===== src/rtl/program_counter.sv =====
// Instruction-address register: each rising edge either loads a jump/branch
// target or steps to the next sequential address, wrapping modulo 2**ADDR_W.
module program_counter #(
  parameter int ADDR_W     = 6,
  parameter int RESET_ADDR = 0,
  parameter int STEP       = 1
) (
  input  logic              clk,
  input  logic              nReset,
  input  logic              WriteEnable,
  input  logic [ADDR_W-1:0] AddrIn,
  output logic [ADDR_W-1:0] AddrOut
);

  localparam logic [ADDR_W-1:0] ResetValue = ADDR_W'(RESET_ADDR);
  localparam logic [ADDR_W-1:0] StepValue  = ADDR_W'(STEP);

  logic [ADDR_W-1:0] nextAddr;

  // AddrIn is only selected under WriteEnable, so an unknown target cannot
  // leak into the sequential path.
  always_comb begin
    nextAddr = AddrOut + StepValue;
    if (WriteEnable) begin
      nextAddr = AddrIn;
    end
  end

  always_ff @(posedge clk or negedge nReset) begin
    if (!nReset) begin
      AddrOut <= ResetValue;
    end else begin
      AddrOut <= nextAddr;
    end
  end

endmodule


===== config.mk =====
export PLATFORM = sky130hd
export DESIGN_NAME = program_counter
export DESIGN_NICKNAME = d
export VERILOG_FILES = /design/src/rtl/program_counter.sv
export SDC_FILE = /design/constraint.sdc
export NUM_CORES = 1
export LEC_CHECK = 0
export CORE_AREA = 2 2 39 41
export CTS_CLUSTER_SIZE = 25
export DETAILED_ROUTE_END_ITERATION = 10
export DIE_AREA = 0 0 41 43
export PLACE_DENSITY = 0.48
export REMOVE_ABC_BUFFERS = 1
export SLEW_MARGIN = 20
export SYNTH_ARGS = -nofsm -noshare
export SYNTH_HDL_FRONTEND = slang
export SYNTH_SLANG_ARGS = --single-unit

===== constraint.sdc =====
create_clock -name clk -period 1.45 [get_ports clk]
set_input_delay 0.29 -clock clk [delete_from_list [all_inputs] [get_ports clk]]
set_output_delay 0.29 -clock clk [all_outputs]
set_load 0.05 [all_outputs]

Word-level counts from Yosys, hierarchy flattened
Index checks and enable logic that the tools add are counted.
{ "op_classes": {"n_addsub": 1, "muxes": 1} }
{ "ops": {"columns": ["op", "count"], "rows": [
  ["$add 6x1->6 const B", 1],
  ["$mux 6", 1]
]} }
{ "word_totals": {"reg_bits": 6, "input_bits": 9, "wordCells": 3} }

Logic depth before layout (Yosys ltp)
{ "depth": {"depth_word": 2, "mapped_depth": 4, "mapped_depth_nobuf": 4} }

Worst setup path after synthesis
OpenSTA, ideal clock, no wires.
{ "synth_path": {"kind": "register -> register", "start": "reg AddrOut[2]", "end": "reg AddrOut[5]", "setup_ps": 82, "arrival_ps": 1325, "t_required_ps": 1368, "path_slack_ps": 43, "path_stages_with_launch": 4, "synth_period_minus_slack_ps": 1407, "path_cell_list": "dfrtp_1 -> nand3_2 -> or3_1 -> a31oi_1"} }
{ "synth_between": {"elab_chain_cells": 2} }
{ "synth_lines": {"columns": ["element", "line_no", "rtl"], "rows": [
  ["start: declaration", "12", "output logic [ADDR_W-1:0] AddrOut"],
  ["start signal: assignment", "31", "AddrOut <= ResetValue;"],
  ["start signal: assignment", "33", "AddrOut <= nextAddr;"],
  ["$add 6x1->6", "23", "nextAddr = AddrOut + StepValue;"],
  ["$mux 6", "24", "if (WriteEnable) begin"],
  ["named net nextAddr[5]", "18", "logic [ADDR_W-1:0] nextAddr;"]
]} }
The timed path passes the listed nets, and every way through them passes these cells.

Final worst setup path
Ends and elaborated chain as after synthesis.

==> summary.txt <==
number of maximum-capacitance violations = 0
most frequent cells in the layout = clkdlybuf4s50_1, dfrtp_1, buf_12
leakage power figure = 0.225 nW
post-synth design cell area = 283 sq um
global-route wire length before repair = 1060 um
count of input and output buffers = 14
DRC violations left = 0
FMAX = 828 MHz
starting density of the core = 20.4%
DR WL/cell = 10.9 um
top register by number of flip-flops = AddrOut
TritonCTS clock tree = yes
number of distinct standard cells referenced by the synthesized netlist = 14
Post-Synthesis Mean Instance Area = 10.1 sq um
Worst Clk Skew = 0.00161 ns
Area growth syn-to-layout = 87.2%
category of the critical setup timing path = flip-flop to flip-flop
internal reg-to-reg setup slack = 0.24 ns
insertion delay to the later sink of the worst-skew pair = 0.24 ns
Max-slew headroom = 81.4%
Final Wtd Congestion = 0.601
path category of the worst min-delay check = input port to asynchronous set/reset pin
largest registers in the final layout = AddrOut (6)
Max Fanout on Critical Path = 4
unrepaired setup endpoints after global routing = false
DRT antenna net count = 0
total number of vias = 260
Critical Path Start = AddrOut[2]
worst vdd ir = 0.000561 V
stage delay of the slowest cell on the critical path = 0.46 ns
Post-Synthesis Cells = 28
CORE AREA = 1380 sq um
actual transition at the worst max-transition pin = 0.278 ns
H-tree levels = 1
Sequential Area = 150 sq um
portion of the post-synthesis area used by sequential elements = 53.1%
post-cts hold buffer count = 0
fraction of the cycle the final worst path needs = 83.3%
layout filler cell count = 131
cell row count = 14
FF-to-FF path depth = 3
CTS clock-pin slew for the worst setup and hold paths = 0.04 ns
type of destination of the critical path = flip-flop
overall global routing resource usage = 10.0%
result of the run = finished clean
number of antenna violations at the first check in global routing = 0
proportion of layout cells with a drive suffix above 1 = 26.7%
nature of the critical path startpoint = flip-flop
global routing usage on met3 = 7.85%
buffers inserted by post-CTS timing repair = 0
1st-iter DRT viols = 5
GR Util met1 = 10.2%
number of cells upsized or downsized after cts = 0
FF+latch count, synth = 6
Bufs on Longest Clock Path = 2
pin count of the biggest net entering global routing = 10
Overflow after GRT = 0
Boundary Pins = 15
via count of the first global-routing pass = 261
power after layout = 632 uW
master of the slowest instance on the critical path = dfrtp_1
Reg-to-Reg Start = AddrOut[2]
number of buffers inserted during clock tree synthesis = 3
max reg flops = 6
Final Net Count = 57
Clock Sink Count = 6
overall die area = 1760 sq um
via/cell ratio = 4.26
Die Span Y = 43 um
final cell utilization of the core = 38.2%
Horiz. Die Dim = 41 um
final hold violation count = 0
total of endpoints with negative setup slack in the final report = 0
most common library cell in the layout ignoring fill and taps = clkdlybuf4s50_1
Arrival @ worst endpoint = 1.36 ns
area of the multi-input gates = 125 sq um
final setup TNS = 0 ns
number of detailed-route iterations in the first pass = 4
Worst Path Required = 1.60 ns
final antenna diode count = 0
met2 Track Usage GR = 11.9%
max-slew violation count = 0
power density over the cells = 1190 nW/um^2
YS warnings = 0
post-layout minimum cycle time = 1.21 ns
routing layer with the top usage in global route = met2
worst-path cell chain = nand3_2 > or3_1 > a31oi_1
routed wire length = 663 um
FF-to-FF End = AddrOut[5]
Clk Tree Root Cell = clkbuf_4
## cell usage after synthesis, drive strengths merged
library cell / number / area [sq um]
a31oi: 1 / 6.26
xnor2: 1 / 8.76
ha: 1 / 12.5
o21ai: 5 / 25.0
inv: 1 / 3.75
nor2: 1 / 3.75
nand2: 5 / 18.8
mux2: 1 / 11.3
nand3: 2 / 15.0
or3: 1 / 6.26
dfrtp: 6 / 150
clkbuf: 1 / 3.75
xor2: 2 / 17.5
## through the flow
stage | hold slack, ns | area [sq um] | std cells | setup slack (ns)
3_5_place_dp | 0.552 | 507 | 58 | 0.185
6_report | 0.295 | 529 | 61 | 0.242
4_1_cts | 0.292 | 529 | 61 | 0.233
2_1_floorplan | -0.00559 | 279 | 27 | 0.0433
5_1_grt | 0.308 | 529 | 61 | 0.159
3_3_place_gp | 0.554 | 507 | 58 | 0.189
## layer usage
layer	wire length (um)	vias up	share of wire, %
met1	245	111	37
li1	-	132	-
met4	4	0	0.60
met2	295	15	44
met3	117	2	18
met5	0	-	0
## layout make-up
cell class                 count  share of cell area, %
inverter                       1                  0.709
tap                           16                   3.78
sequential                     6                   28.4
clock buffer                   3                   4.26
timing repair buffer          15                   39.2
multi-input combinational     20                   23.6
## where the power goes
| group | switching (mW) | total [mW] | leakage (nW) | internal [mW] |
|---|---|---|---|---|
| sequential | 0.0381 | 0.229 | 0.0710 | 0.191 |
| clock | 0.0548 | 0.148 | 0.0138 | 0.0933 |
| combinational | 0.122 | 0.255 | 0.140 | 0.132 |
## worst max path at each step
stage | depth (start not counted) | slack [ns] | end
after detailed placement | 5 | 0.18 | AddrOut[5]
final | 3 | 0.24 | AddrOut[5]
after global routing | 3 | 0.16 | AddrOut[5]
after global placement | 5 | 0.19 | AddrOut[5]
after floorplan | 3 | 0.04 | AddrOut[5]
after CTS | 3 | 0.23 | AddrOut[5]
## kinds of logic (layout without fill, tap and decap cells)
| logic type | Yosys count | count (layout) | share of synthesized area [%] |
|---|---|---|---|
| flip-flops | 6 | 6 | 53.1 |
| multiplexers | 1 | 1 | 3.98 |
| adder cells (fa/ha/maj) | 1 | 1 | 4.42 |
| AND/OR/NAND/NOR | 9 | 9 | 15.5 |
| XOR/XNOR | 3 | 3 | 9.29 |
| buffers and inverters | 2 | 19 | 2.65 |
| AO/OA/AOI/OAI | 6 | 6 | 11.1 |
## critical path: cells and delay by family (launching register included)
family | cells | cell delay, ns
AOI/OAI and AO/OA | 1 | 0.18
DFF | 1 | 0.46
and+or+nand+nor | 2 | 0.49
(Power assumes the default switching activity.)
